File: config.mk
export PLATFORM = sky130hd
export DESIGN_NAME = count_monitor
export DESIGN_NICKNAME = d
export VERILOG_FILES = /design/src/rtl/count_monitor.sv
export SDC_FILE = /design/constraint.sdc
export NUM_CORES = 1
export LEC_CHECK = 0
export ABC_AREA = 1
export CORE_MARGIN = 3
export CORE_UTILIZATION = 55
export DETAILED_ROUTE_END_ITERATION = 10
export PLACE_DENSITY = 0.83
export SYNTH_ARGS = -nofsm -noshare
export SYNTH_HDL_FRONTEND = slang
export SYNTH_SLANG_ARGS = --single-unit
File: constraint.sdc
create_clock -name clk -period 2.8 [get_ports clk]
set_input_delay 0.7 -clock clk [delete_from_list [all_inputs] [get_ports clk]]
set_output_delay 0.7 -clock clk [all_outputs]
set_load 0.01 [all_outputs]
File: src/rtl/count_monitor.sv
// count_monitor: resynchronises a free-running 2-bit counter {q2,q1} into
// the clk domain and checks that every observed change is a +1 step mod 4.
// Good steps and sequence errors are counted, a stall is flagged after
// TIMEOUT quiet cycles, and a sticky FAULT is entered after ERR_LIMIT errors.
module count_monitor #(
   parameter int TIMEOUT   = 16,
   parameter int ERR_LIMIT = 4,
   parameter int ERR_W     = 8,
   parameter int EVT_W     = 16
) (
   input  logic             clk,
   input  logic             rst,
   input  logic             q2,
   input  logic             q1,
   input  logic             en,
   input  logic             clr,
   output logic [1:0]       cnt_val,
   output logic             step,
   output logic             err,
   output logic             stall,
   output logic             fault,
   output logic [ERR_W-1:0] err_cnt,
   output logic [EVT_W-1:0] evt_cnt,
   output logic [1:0]       state
);

   localparam int TMR_W = $clog2(TIMEOUT);
   localparam logic [TMR_W-1:0] TMR_MAX   = TMR_W'(TIMEOUT - 1);
   localparam logic [ERR_W-1:0] ERR_TRIP  = ERR_W'(ERR_LIMIT);

   typedef enum logic [1:0] {
      IDLE  = 2'd0,
      TRACK = 2'd1,
      FAULT = 2'd2
   } state_t;

   // Synchroniser stages
   logic [1:0]       r_sync1;
   logic [1:0]       r_sync2;

   // Monitor state
   state_t           r_state;
   logic [1:0]       r_prev;
   logic [TMR_W-1:0] r_timer;
   logic             r_stall;
   logic             r_step;
   logic             r_err;
   logic [ERR_W-1:0] r_err_cnt;
   logic [EVT_W-1:0] r_evt_cnt;

   // Next-state values
   state_t           w_state_nxt;
   logic [1:0]       w_prev_nxt;
   logic [TMR_W-1:0] w_timer_nxt;
   logic             w_stall_nxt;
   logic             w_step_nxt;
   logic             w_err_nxt;
   logic [ERR_W-1:0] w_err_cnt_nxt;
   logic [EVT_W-1:0] w_evt_cnt_nxt;

   // Derived values
   logic [1:0]       w_s;
   logic [1:0]       w_prev_inc;
   logic             w_change;
   logic [ERR_W-1:0] w_err_inc;

   assign w_s        = r_sync2;
   assign w_prev_inc = r_prev + 2'd1;
   assign w_change   = (w_s != r_prev);
   assign w_err_inc  = (r_err_cnt == '1) ? r_err_cnt : r_err_cnt + ERR_W'(1);

   // Two-flop synchroniser on the asynchronous counter bits
   // NOTE: the synchroniser flops are reset too, so cnt_val is a known 0
   // right after reset instead of whatever the counter happened to show.
   always_ff @(posedge clk) begin
      if (rst) begin
         r_sync1 <= 2'd0;
         r_sync2 <= 2'd0;
      end else begin
         r_sync1 <= {q2, q1};
         r_sync2 <= r_sync1;
      end
   end

   // Next-state and pulse/counter decisions for the monitor FSM
   always_comb begin
      // NOTE: every output of this block gets a default first; otherwise a
      // branch that skips an assignment would infer a latch.
      w_state_nxt   = r_state;
      w_prev_nxt    = r_prev;
      w_timer_nxt   = r_timer;
      w_stall_nxt   = r_stall;
      w_step_nxt    = 1'b0;
      w_err_nxt     = 1'b0;
      w_err_cnt_nxt = r_err_cnt;
      w_evt_cnt_nxt = r_evt_cnt;

      if (clr) begin
         // clr beats en and any change detected on the same edge
         w_state_nxt   = IDLE;
         w_prev_nxt    = w_s;
         w_timer_nxt   = '0;
         w_stall_nxt   = 1'b0;
         w_err_cnt_nxt = '0;
         w_evt_cnt_nxt = '0;
      end else begin
         unique case (r_state)
            IDLE: begin
               w_prev_nxt  = w_s;
               w_timer_nxt = '0;
               if (en) begin
                  w_state_nxt = TRACK;
               end
            end

            TRACK: begin
               if (!en) begin
                  // Leaving TRACK drops any pending change; counters kept
                  w_state_nxt = IDLE;
                  w_prev_nxt  = w_s;
                  w_timer_nxt = '0;
                  w_stall_nxt = 1'b0;
               end else if (w_change) begin
                  // Resync prev on every change so one glitch costs one error
                  w_prev_nxt  = w_s;
                  w_timer_nxt = '0;
                  w_stall_nxt = 1'b0;
                  if (w_s == w_prev_inc) begin
                     w_step_nxt    = 1'b1;
                     w_evt_cnt_nxt = r_evt_cnt + EVT_W'(1);
                  end else begin
                     w_err_nxt     = 1'b1;
                     w_err_cnt_nxt = w_err_inc;
                     if (w_err_inc >= ERR_TRIP) begin
                        w_state_nxt = FAULT;
                     end
                  end
               end else if (r_timer == TMR_MAX) begin
                  w_stall_nxt = 1'b1;
               end else begin
                  w_timer_nxt = r_timer + TMR_W'(1);
               end
            end

            FAULT: begin
               // Everything frozen; only clr or rst leaves this state
            end

            default: begin
               w_state_nxt = IDLE;
            end
         endcase
      end
   end

   // State, counter and pulse registers
   // NOTE: registers use non-blocking assignments so every flop samples the
   // pre-edge values; the combinational block above uses blocking ones.
   always_ff @(posedge clk) begin
      if (rst) begin
         r_state   <= IDLE;
         r_prev    <= 2'd0;
         r_timer   <= '0;
         r_stall   <= 1'b0;
         r_step    <= 1'b0;
         r_err     <= 1'b0;
         r_err_cnt <= '0;
         r_evt_cnt <= '0;
      end else begin
         r_state   <= w_state_nxt;
         r_prev    <= w_prev_nxt;
         r_timer   <= w_timer_nxt;
         r_stall   <= w_stall_nxt;
         r_step    <= w_step_nxt;
         r_err     <= w_err_nxt;
         r_err_cnt <= w_err_cnt_nxt;
         r_evt_cnt <= w_evt_cnt_nxt;
      end
   end

   assign cnt_val = w_s;
   assign step    = r_step;
   assign err     = r_err;
   assign stall   = r_stall;
   assign fault   = (r_state == FAULT);
   assign err_cnt = r_err_cnt;
   assign evt_cnt = r_evt_cnt;
   assign state   = r_state;

endmodule

* Word level (Yosys, flattened, before mapping)
Index checks and enable logic that the tools add are counted.
W data, S select, Z words.
** Storage, ports and cells
- Bits in registers :: 39
- Bits of input ports :: 6
- Logic and storage cells :: 64
** Operators by class
- Bitwise operators :: 5
- Add/sub/neg operators :: 4
- Muxes and demuxes :: 20
- Magnitude comparators :: 1
- Equal/unequal tests :: 13
- Reduce and logical (&&, ||, !) cells :: 11
** Operators by type and width (number)
- $add A16 B1 Y16 const B :: 1
- $mux W2 :: 8
- $mux W4 :: 3
- $ne A3 B3 Y1 const B :: 3
- $add A8 B1 Y8 const B :: 1
- $eq A8 B8 Y1 const B :: 1
- $ge A8 B3 Y1 const B :: 1
- $mux W8 :: 1
- $ne A4 B4 Y1 const B :: 2
- $pmux W4 S2 :: 1
- $reduce_and A4 Y1 :: 2
- $pmux W2 S3 :: 1
- $reduce_and A2 Y1 :: 3
- $mux W1 :: 5
- $not A1 Y1 :: 5
- $reduce_and A5 Y1 :: 1
- $reduce_or A5 Y1 :: 1
- $add A4 B1 Y4 const B :: 1
- $eq A4 B4 Y1 const B :: 1
- $pmux W2 S2 :: 1
- $ne A3 B1 Y1 const B :: 1
- $reduce_bool A3 Y1 :: 1
- $add A2 B1 Y2 const B :: 1
- $eq A2 B1 Y1 const B :: 1
- 7 further kinds :: 7

* Logic depth before layout (Yosys ltp)
- Depth in word-level cells :: 8
- Depth in mapped cells :: 11

* Worst setup path after synthesis
Ideal clock, no wire load.
- Path type :: register -> register
- Start :: register r_err_cnt[0], in the netlist err_cnt[0]
- End :: register r_state[1], in the netlist state[1]
- Cell stages (with the launch flop) :: 11
- Buffers on the path :: 0
- Path slack :: 1316 ps
- Required time :: 2688 ps
- Arrival time :: 1372 ps
- Cell sequence :: dfxtp_1 > ha_1 > nand2_1 > nor2_2 > nand3_1 > nand2_1 > nand2_1 > nor2_1 > nand2_1 > nand2_1 > nand2_1
** Between the ends
- Cells in the longest elaborated chain, start to end :: 5
- Elaborated cells on any way between the ends :: 6
- Classes of those cells :: 1 x add/sub; 1 x order compare; 2 x eq/ne; 1 x mux; 1 x reduce/logical
** Ends and longest elaborated chain
- from (decl) :: line 48 : logic [ERR_W-1:0] r_err_cnt;
- from (signal assigned) :: line 176 : r_err_cnt <= w_err_cnt_nxt;
- $add A8 B1 Y8 or $eq A8 B8 Y1 (tied branches) :: line 70 : assign w_err_inc = (r_err_cnt == '1) ? r_err_cnt : r_err_cnt + ERR_W'(1);
- $mux W8 (*) :: line 70
- $ge A8 B3 Y1 (*) :: line 134 : if (w_err_inc >= ERR_TRIP) begin
- $ne A3 B3 Y1 (no source line) (*)
- $reduce_and A5 Y1 (no source line) (*)
- to (signal assigned) :: line 170 : r_state <= w_state_nxt;
- to (decl) :: line 42 : state_t r_state;
Mark *: on every way between the ends. The rest lies on a longest branch, timed or not.
A chain may end at the register's enable or synchronous reset.

* Worst setup path in the final report
- Start :: register r_state[1], in the netlist state[1]
- End :: output port fault
** Between the ends
- Cells in the longest elaborated chain, start to end :: 1
** Ends and longest elaborated chain
- $eq A2 B2 Y1 :: line 185 : assign fault = (r_state == FAULT);
- to (decl) :: line 21 : output logic fault,
Every way passes these cells.

==> flow_metrics.env <==
export IMPL_status="finished clean"
export IMPL_synth_area_top_cells="dfxtp_1 37%, nand2_1 20%, nor2_1 7.6%"
export IMPL_globalRouteTotalUtil=0.2202
export IMPL_clock_latency_ns=0.29
export IMPL_synth_top_area_cell="dfxtp_1"
export IMPL_syn_area_um2=2133
export IMPL_p_total_uw=1021
export IMPL_met3_usage=0.05090
export IMPL_io_pins=38
export IMPL_synth_avg_cell_area_um2=6.605
export IMPL_synth_seq_cells=39
export IMPL_vias_per_cell=5.034
export IMPL_place_gp_congestion=0.8402
export IMPL_synth_adder_area_share=0.01760
export IMPL_power_leakage_uw=0.001046
export IMPL_grt_util_met2=0.3514
export IMPL_drive_gt1_frac=0.07671
export IMPL_antennaDiodeCount=0
export IMPL_grt_max_degree=19
export IMPL_synth_edf_count=0
export IMPL_setup_viol_count_final=0
export IMPL_rows=22
export IMPL_clock_sinks=39
export IMPL_power_density_nw_per_um2=386.3
export IMPL_dieWidth_um=68.28
export IMPL_slew_viol_final=0
export IMPL_wl_um=4651
export IMPL_yosysMostFrequentCell="nand2_1"
export IMPL_cp_end_kind="output pin"
export IMPL_maxSlewHeadroom=0.6245
export IMPL_synth_xor_area_frac=0.06158
export IMPL_clk_pin_slew_worst_paths_ns=0.08
export IMPL_synth_top_family_by_area="simple AND/OR/NAND/NOR gates"
export IMPL_ant_nets=0
export IMPL_synthSimpleGateAreaFrac=0.3789
export IMPL_worst_pin_slew_ns=0.5627
export IMPL_cap_violations=0
export IMPL_grt_ovfl_total=0
export IMPL_top_usage_layer="met2"
export IMPL_crit_type="flop to output pin"
export IMPL_fin_util=0.7164
export IMPL_die_h_um=68.28
export IMPL_vias=2079
export IMPL_synth_common_cells="113 x nand2_1, 43 x nor2_1, 39 x dfxtp_1"
export IMPL_synthCells=323
export IMPL_cts_buffer_depth=2
export IMPL_synth_compound_area_share=0.1038
export IMPL_h_tree_depth=2
export IMPL_first_pass_iters=4
export IMPL_yosys_warnings=0
export IMPL_drtIter0Drc=112
export IMPL_yosysSeqAreaShare=0.3660
export IMPL_hold_buffers=0
export IMPL_muxShareOfSynthArea=0
export IMPL_hold_viol=0
export IMPL_final_net_count=374
export IMPL_async_flop_share=0
export IMPL_fillCellCount=348
export IMPL_place_hpwl_um=3453
export IMPL_ys_types=25
export IMPL_synth_ff_type="dfxtp_1"
export IMPL_path_max_fanout=5
export IMPL_wl_per_cell_um=11.26
export IMPL_clock_skew_ns=0.007395
export IMPL_rsz0062_at_grt="no"
export IMPL_placed_cell_area_um2=2555
export IMPL_fmax_mhz=469.7
export IMPL_finalInstanceArea_um2=2643
export IMPL_first_global_vias=1838
export IMPL_grt_pass1_wl_um=7969
export IMPL_drc_errors=0
export IMPL_portBuffers=37
export IMPL_required_ns=2.10
export IMPL_tns_ns=0
export IMPL_coreArea_um2=3689
export IMPL_vdd_drop_max_v=0.0002595
export IMPL_dieArea_um2=4662
export IMPL_setup_slack_ns=0.6709
export IMPL_area_growth_pct=23.87
export IMPL_synth_nets=332
export IMPL_start_util=0.5784
export IMPL_hold_class="flop to flop"
export IMPL_cts_inserted_buffers=5
export IMPL_arrival_ns=1.43
export IMPL_synth_top_cell_area_share=0.3660
export IMPL_antenna_found_initial=0
export IMPL_cts_resized=0
export IMPL_critPathLaunchType="flop"
export IMPL_cts_setup_buffers=0
export IMPL_min_period_ns=2.129
export IMPL_met1_usage=0.2877
export IMPL_root_buffer="clkbuf_8"
export IMPL_cts_tree="yes"
export IMPL_fin_crit_sh=0.7604
export IMPL_place_ws_ns=0.6390
==> path summary, 6_finish.rpt <==
path / slack (ns) / to / startpoint / depth (start not counted)
setup reg to reg: 1.15 / state[1] / err_cnt[0] / 10
hold / removal: 0.40 / cnt_val[0] / r_sync1[0] / 2
setup / recovery: 0.67 / fault / state[1] / 3
hold reg to reg: 0.40 / cnt_val[0] / r_sync1[0] / 2
==> area by class of cell <==
type                    instances  area, um^2  area share
multi-input cells             247        1199      0.4536
flip-flops and latches         39       780.7      0.2955
repair buffers                 40       392.9      0.1487
inverters                      32       122.6     0.04640
clock buffers                   6       82.58     0.03125
well taps                      48       60.06     0.02273
clock inverters                 1       5.005    0.001894
==> sequential cells by signal (all words and copies together) (netlist names) <==
name     cells
stall        1
r_timer      4
r_prev       2
cnt_val      2
evt_cnt     16
err_cnt      8
err          1
state        2
step         1
r_sync1      2
==> worst max-delay path, stage by stage, from the launching register on <==
cell             delay [ns]
dfxtp_1                0.36
inv_2                  0.07
nor2_1                 0.14
clkdlybuf4s50_1        0.57
==> kinds of logic after synthesis <==
kind of cell / count (synthesis)
DFF: 39
adders and majority gates: 3
buffers and inverters: 37
xor gates and xnor gates: 15
and+or+nand+nor: 191
AOI/OAI and AO/OA: 38
==> metal layers <==
layer  vias to the layer above  part of all wire
met2                        44              0.46
li1                       1098                 -
met5                         -                 0
met3                         5             0.047
met1                       932              0.48
met4                         0             0.013
==> stage by stage <==
stage / cells / hold slack [ns]
2_1_floorplan: 323 / 0.3883
3_3_place_gp: 406 / 0.3950
3_5_place_dp: 406 / 0.3949
4_1_cts: 413 / 0.3996
5_1_grt: 413 / 0.4306
6_report: 413 / 0.4002
==> cells in the final DEF (no fill, tap or decap), types with 2 or more instances in the layout <==
cell type	synthesis	final
nand4_1	3	3
xnor2_1	10	10
nand2_2	3	3
nand3_1	22	22
nand2_4	3	3
inv_1	27	27
a21oi_1	28	28
dfxtp_1	39	39
nand2_1	113	113
clkbuf_8	0	6
o21ai_0	7	7
inv_2	4	4
nor2_1	43	43
xor2_1	5	5
buf_4	1	3
clkdlybuf4s50_1	0	37
nor2_2	2	2
ha_1	3	3
==> report_power, final <==
group	switching, uW	total, uW	internal, uW	leakage (uW)
clock	191	384	193	0.0000470
combinational	45.6	72.5	26.9	0.000683
sequential	4.53	564	560	0.000315
No activity file was read; power rests on OpenSTA's default activity.
